### src/rtl/pwm_capture_if.sv
// PWM capture bus: sampled pwm line in, measurement report out.
// master = capture block, slave = consumer driving the line.
interface pwm_capture_if #(
  parameter int LENGHT = 10,
  parameter int CNT_W  = 12
);
  logic              pwm_in;
  logic              valid;
  logic [CNT_W-1:0]  high_time;
  logic [CNT_W-1:0]  period;
  logic [LENGHT-1:0] number;
  logic              period_ok;
  logic              stuck;
  logic              level;

  modport master (
    input  pwm_in,
    output valid, high_time, period, number,
    output period_ok, stuck, level
  );

  modport slave (
    output pwm_in,
    input  valid, high_time, period, number,
    input  period_ok, stuck, level
  );
endinterface

### src/rtl/pwm_capture.sv
// PWM capture: measures high time and period (rise to rise) of pwm_in,
// reports duty in generator encoding and flags a stuck line by timeout.
module pwm_capture #(
  parameter int LENGHT  = 10,
  parameter int CNT_W   = 12,
  parameter int TIMEOUT = 4000
) (
  input  logic          clk,
  input  logic          rst_n,
  pwm_capture_if.master bus
);

  typedef enum logic {IDLE, RUN} state_t;

  localparam int NMAX = 2**LENGHT - 1;
  localparam int FULL = 2**LENGHT;

  state_t            state;
  logic              sync1;
  logic              pwm_s;
  logic              pwm_d;
  logic [CNT_W-1:0]  per_cnt;
  logic [CNT_W-1:0]  hi_cnt;
  logic [LENGHT-1:0] hi_sat;
  logic              rise;
  logic              tmo;

  assign rise = pwm_s & ~pwm_d;
  // rise has priority over a coincident timeout
  assign tmo  = (per_cnt == CNT_W'(TIMEOUT)) & ~rise;

  always_comb begin
    hi_sat = LENGHT'(hi_cnt);
    if (32'(hi_cnt) > NMAX)
      hi_sat = LENGHT'(NMAX);
  end

  always_ff @(posedge clk or negedge rst_n) begin
    if (!rst_n) begin
      state         <= IDLE;
      sync1         <= 1'b0;
      pwm_s         <= 1'b0;
      pwm_d         <= 1'b0;
      per_cnt       <= '0;
      hi_cnt        <= '0;
      bus.valid     <= 1'b0;
      bus.high_time <= '0;
      bus.period    <= '0;
      bus.number    <= '0;
      bus.period_ok <= 1'b0;
      bus.stuck     <= 1'b0;
      bus.level     <= 1'b0;
    end else begin
      sync1     <= bus.pwm_in;
      pwm_s     <= sync1;
      pwm_d     <= pwm_s;
      bus.valid <= 1'b0;
      unique case (1'b1)
        rise: begin
          per_cnt <= CNT_W'(1);
          hi_cnt  <= CNT_W'(1);
          state   <= RUN;
          if (state == RUN) begin
            bus.valid     <= 1'b1;
            bus.high_time <= hi_cnt;
            bus.period    <= per_cnt;
            bus.number    <= hi_sat;
            bus.period_ok <= (32'(per_cnt) == FULL);
            bus.stuck     <= 1'b0;
            bus.level     <= 1'b0;
          end
        end
        tmo: begin
          per_cnt       <= CNT_W'(1);
          state         <= IDLE;
          bus.valid     <= 1'b1;
          bus.stuck     <= 1'b1;
          bus.level     <= pwm_s;
          bus.period    <= CNT_W'(TIMEOUT);
          bus.high_time <= pwm_s ? CNT_W'(TIMEOUT) : '0;
          bus.number    <= pwm_s ? LENGHT'(NMAX) : '0;
          bus.period_ok <= 1'b0;
        end
        default: begin
          per_cnt <= per_cnt + 1'b1;
          if (pwm_s && state == RUN)
            hi_cnt <= hi_cnt + 1'b1;
        end
      endcase
    end
  end

endmodule
### src/flat_wrapper.sv
// flat-port wrapper written by rule: the top's interface ports become plain ports
module pwm_capture_flat 
#(
  parameter int LENGHT  = 10,
  parameter int CNT_W   = 12,
  parameter int TIMEOUT = 4000
)
  (clk, rst_n, bus_pwm_in, bus_valid, bus_high_time, bus_period, bus_number, bus_period_ok, bus_stuck, bus_level);
  pwm_capture_if #(.LENGHT(LENGHT), .CNT_W(CNT_W)) bus_i ();
  input  logic clk;
  input  logic rst_n;
  input wire logic [$bits(bus_i.pwm_in)-1:0] bus_pwm_in;
  output wire logic [$bits(bus_i.valid)-1:0] bus_valid;
  output wire logic [$bits(bus_i.high_time)-1:0] bus_high_time;
  output wire logic [$bits(bus_i.period)-1:0] bus_period;
  output wire logic [$bits(bus_i.number)-1:0] bus_number;
  output wire logic [$bits(bus_i.period_ok)-1:0] bus_period_ok;
  output wire logic [$bits(bus_i.stuck)-1:0] bus_stuck;
  output wire logic [$bits(bus_i.level)-1:0] bus_level;
  assign bus_i.pwm_in = bus_pwm_in;
  assign bus_valid = bus_i.valid;
  assign bus_high_time = bus_i.high_time;
  assign bus_period = bus_i.period;
  assign bus_number = bus_i.number;
  assign bus_period_ok = bus_i.period_ok;
  assign bus_stuck = bus_i.stuck;
  assign bus_level = bus_i.level;
  pwm_capture #(.LENGHT(LENGHT), .CNT_W(CNT_W), .TIMEOUT(TIMEOUT)) u_core (.clk(clk), .rst_n(rst_n), .bus(bus_i));
endmodule
### config.mk
export PLATFORM = sky130hd
export DESIGN_NAME = pwm_capture_flat
export DESIGN_NICKNAME = d
export VERILOG_FILES = /design/src/rtl/pwm_capture_if.sv /design/src/rtl/pwm_capture.sv /design/src/flat_wrapper.sv
export SDC_FILE = /design/constraint.sdc
export NUM_CORES = 1
export LEC_CHECK = 0
export CORE_MARGIN = 1
export CORE_UTILIZATION = 40
export DETAILED_ROUTE_END_ITERATION = 7
export GPL_TIMING_DRIVEN = 0
export HOLD_SLACK_MARGIN = 0.05
export PLACE_DENSITY = 0.72
export SYNTH_ARGS = -nofsm -noshare
export SYNTH_HDL_FRONTEND = slang
export SYNTH_SLANG_ARGS = --single-unit
### constraint.sdc
create_clock -name clk -period 3.1 [get_ports clk]
set_clock_uncertainty 0.15 [all_clocks]
set_input_delay 0.465 -clock clk [delete_from_list [all_inputs] [get_ports clk]]
set_output_delay 0.465 -clock clk [all_outputs]
set_load 0.03 [all_outputs]
==> flow_results.org <==
** Placed design
- Cell count after placement :: about 450
- Detailed-placement wirelength estimate :: between 4000 and 5000 um
- Routability-driven placement finished with a final weighted congestion of a little over 0.8.
- Port Buffer Count :: 40
- Worst slack at placement :: slightly below 1000 ps

** Synth
- Counting every net in the synthesized netlist gives 314.
- Share of async-settable or async-resettable flops after synthesis :: 1.000
- After synthesis, the largest family of logic cells by area is simple AND/OR/NAND/NOR gates.
- During synthesis, Yosys emitted a total of 0 warnings.
- Synthesis produced 308 cells.
- Cell accounting for the most synthesized area :: sky130_fd_sc_hd__dfrtp_1
- Of the synthesized area, sequential elements account for 0.5416.
- Of the post-synthesis cell area, the dominant cell type holds 0.5416.
- Counting distinct cell types in the post-synthesis netlist gives 48.
- Post-synthesis xor/xnor area fraction :: 0.02872
- Of the total synthesized cell area, the portion taken by AND, OR, NAND and NOR gates is 0.2556.
- The portion of synthesized area spent on multiplexers is 0.003283.
- Cell types with the largest area share after synthesis :: sky130_fd_sc_hd__dfrtp_1 54%, sky130_fd_sc_hd__nand2_1 7.8%, sky130_fd_sc_hd__o31ai_1 3.2%, sky130_fd_sc_hd__nor2_1 2.7%, sky130_fd_sc_hd__nor4_1 2.5%
- Mean cell area of the mapped netlist :: approximately 10 sq um
- Counting flops with a built-in enable in the synthesized netlist gives 0.
- Post-synthesis instance area :: about 0.003 sq mm
- The compound-cell area share of the yosys netlist came to 0.1071.
- In the synthesized netlist the dominant register cell turns out to be sky130_fd_sc_hd__dfrtp_1.
- Most frequent cell after synthesis :: sky130_fd_sc_hd__dfrtp_1
- Post-synth top cells :: 66 x sky130_fd_sc_hd__dfrtp_1, 63 x sky130_fd_sc_hd__nand2_1, 22 x sky130_fd_sc_hd__nor2_1, 14 x sky130_fd_sc_hd__nand3_1, 13 x sky130_fd_sc_hd__o31ai_1
- Seq cells post-synth :: 66
- Of the total synthesized cell area, the portion taken by full adders, half adders and majority gates is 0.01231.

** STA
- Setup repair after global routing left no endpoint under its margin.
- Endpoints failing hold :: 0
- Smallest setup slack after layout :: between 900 and 1000 ps
- For the pin with the worst max-slew slack, the measured transition is slightly above 800 ps.
- Finish-stage setup viols :: 0
- Final Slew Violations :: 0
- Relative slew margins :: 0.4554
- Highest clock rate :: approximately 470 MHz
- Hold is met by between 60 and 70 ps.
- The routed design could run at a clock period as short as 2118 ps.
- In the finished design, the share of the clock period the worst path needs comes to 0.6831.

** Route
- For this block, the routed nets add up to ~6900 um of wire.
- Final routed DRC violation total :: 0
- Dividing the detail-routed via count by the number of cells gives between 5 and 6.
- Number of iterations in the first detailed-routing pass :: 5
- In this run, the number of DRC markers left after iteration 0 of detailed routing was between 150 and 200.
- Vias after detailed routing :: around 2500
- The count of nets left with antenna violations once routing finished came out at 0.
- In the final routed layout, each cell accounts on average for roughly 15 um.

** Global route
- The first global-routing pass estimated approximately 11000 um of wire.
- For this run, the total global-route usage over all layers was measured as 0.1897.
- Overflow after GRT :: 0
- The number of global-route vias before repair came to roughly 2400.
- Entering global routing, the biggest net connects 67 pins.
- The initial antenna violation count was 0.

** CTS
- Clock sink count :: 66
- TritonCTS Buffers :: 9
- TritonCTS built the clock tree.
- CTS H-Tree Depth :: 3
- Clock-pin transition on the worst setup and hold timing paths :: 70 ps
- Insertion delay of the later-clocked pin in the worst-skew pair :: around 340 ps
- Post-cts hold buffer count :: 0
- Once the clock tree was built, the resizer swapped 0 gates to a different size.
- The clock passes through at most 2 buffers.
- Library cell used as clock root buffer :: sky130_fd_sc_hd__clkbuf_8
- Buffers inserted during post-CTS setup optimization :: 0

** Setup path
- Startpoint type of the worst setup path :: register
- The worst setup path is of the register to register kind.
- Arrival time at the worst endpoint :: ~2200 ps
- Along the worst path, the maximum fanout reaches 10.
- STA puts the critical path data required time at 3160 ps.
- STA classifies the critical path endpoint as a register.

** Layout
- Post-synthesis to final-layout area growth :: 23.84%
- The repair_antennas step left the layout with diodes totalling 0.
- Counting the fill cells in the layout gives around 670.
- Number of standard cells in the final layout excluding fillers :: 463
- Registers take about 0.0017 sq mm.
- Area used by multi-input combinational logic :: 0.001241 sq mm
- # nets final :: between 300 and 400
- In the final layout, the share of cells above drive strength 1 is 0.1126.

** Run
- The tool flagged a number of max-cap violations equal to 0.

** Status
- Result of the run :: finished clean

** Die
- The floorplan step set the die width to roughly 89 um.
- Number of standard-cell rows in the floorplan :: 31
- In this run the vertical extent of the chip is between 80 and 90 um.
- The initial utilization of the core area, before any placement, comes to 0.4182.
- Core area :: 0.007292 sq mm
- For this design the top-level I/O count stands at 41.
- The die covers between 0.007 and 0.008 sq mm.

** Power
- IR drop worst, VDD :: 0.2664 mV
- Dividing total power by cell area gives a power density of between 500 and 600 mW/mm^2.
- Power comes to between 2 and 2.5 mW.
- In this run the static leakage power is roughly 1.6 nW.

** Min path
- In this run the worst hold path is classified as primary input to async pin.
-- sequential cells by signal, indices dropped and copies added (netlist names) --
name                  flops
u_core.bus.high_time     12
u_core.bus.period_ok      1
u_core.bus.period        12
u_core.pwm_s              1
u_core.sync1              1
u_core.hi_cnt            12
u_core.bus.level          1
u_core.state              1
u_core.per_cnt           12
u_core.pwm_d              1
u_core.bus.valid          1
u_core.bus.number        10
u_core.bus.stuck          1
-- logic make-up (layout without fill, tap and decap cells) --
logic type,Yosys count,count (layout)
compound gates,51,51
buf+inv,25,81
xor+xnor,10,10
flops,66,66
fa+ha+maj,3,3
mux,1,1
simple gates,152,152
-- layer usage --
layer / vias to the layer above / global-route usage / share of wire
li1: 1195 / - / -
met1: 1224 / 0.2708 / 0.47
met2: 64 / 0.2811 / 0.46
met3: 10 / 0.03970 / 0.047
met4: 0 / 0.07792 / 0.015
met5: - / 0 / 0
-- cell usage in the layout (no fill, tap or decap), types with 2 or more instances in the layout --
| cell type | instances |
|---|---|
| sky130_fd_sc_hd__and4_1 | 2 |
| sky130_fd_sc_hd__o31ai_1 | 13 |
| sky130_fd_sc_hd__o21ai_0 | 12 |
| sky130_fd_sc_hd__o22ai_1 | 3 |
| sky130_fd_sc_hd__dfrtp_1 | 66 |
| sky130_fd_sc_hd__a21oi_2 | 3 |
| sky130_fd_sc_hd__clkdlybuf4s50_1 | 39 |
| sky130_fd_sc_hd__o21ai_1 | 4 |
| sky130_fd_sc_hd__xnor2_1 | 5 |
| sky130_fd_sc_hd__xor2_1 | 5 |
| sky130_fd_sc_hd__and3_1 | 5 |
| sky130_fd_sc_hd__and2_1 | 2 |
| sky130_fd_sc_hd__or3_1 | 5 |
| sky130_fd_sc_hd__nand3_1 | 14 |
| sky130_fd_sc_hd__a21oi_1 | 5 |
| sky130_fd_sc_hd__clkbuf_1 | 9 |
| sky130_fd_sc_hd__buf_4 | 3 |
| sky130_fd_sc_hd__nor3_1 | 2 |
| sky130_fd_sc_hd__and4_4 | 2 |
| sky130_fd_sc_hd__nand2b_1 | 3 |
| sky130_fd_sc_hd__inv_1 | 2 |
| sky130_fd_sc_hd__buf_6 | 2 |
| sky130_fd_sc_hd__a31oi_1 | 6 |
| sky130_fd_sc_hd__nand4_1 | 8 |
| sky130_fd_sc_hd__buf_2 | 6 |
| sky130_fd_sc_hd__clkinvlp_4 | 2 |
| sky130_fd_sc_hd__nand2_1 | 63 |
| sky130_fd_sc_hd__or4_1 | 4 |
| sky130_fd_sc_hd__ha_1 | 3 |
| sky130_fd_sc_hd__clkbuf_8 | 11 |
| sky130_fd_sc_hd__nor4_1 | 12 |
| sky130_fd_sc_hd__nor2_1 | 22 |
-- critical path, stage by stage (launching register included) --
cell and delay (ps):
sky130_fd_sc_hd__dfrtp_1 430, sky130_fd_sc_hd__inv_1 120, sky130_fd_sc_hd__ha_1 140, sky130_fd_sc_hd__nor2b_1 260, sky130_fd_sc_hd__nand4_2 310, sky130_fd_sc_hd__nor2_4 280
sky130_fd_sc_hd__buf_4 210, sky130_fd_sc_hd__o21ai_0 100
-- cell type report --
cell class | instances | area share
buffer | 23 | 0.03943
inverter | 2 | 0.001988
clock inverter | 4 | 0.01325
multi-input combinational | 217 | 0.3287
tap | 99 | 0.03280
timing repair buffer | 40 | 0.1054
sequential | 66 | 0.4374
clock buffer | 12 | 0.04109
-- path summary, 6_finish.rpt --
path / from / endpoint / slack (ps) / cells past startpoint
max: u_core.per_cnt[0] / u_core.bus.high_time[4] / 980 / 7
min: rst_n / u_core.hi_cnt[5] / 60 / 1
max reg2reg: u_core.per_cnt[0] / u_core.bus.high_time[4] / 980 / 7
min reg2reg: u_core.sync1 / u_core.pwm_s / 200 / 0
max in group asynchronous: rst_n / u_core.bus.period[0] / 2190 / 1
min in group clk: u_core.sync1 / u_core.pwm_s / 200 / 0
-- power by group --
group	switching, mW	internal (mW)
clock network	0.323	0.414
logic	0.249	0.159
registers	0.0664	0.943
total	0.638	1.52
-- stage by stage --
stage	setup TNS, ps	cell area [sq um]	util
final	0	3776	0.5178
after global routing	0	3776	0.5178
after CTS	0	3776	0.5178
after detailed placement	0	3571	0.4897
after global placement	-50170	3573	0.4900
after floorplan	0	3049	-
Note: power is estimated with default switching activity, not from simulation.
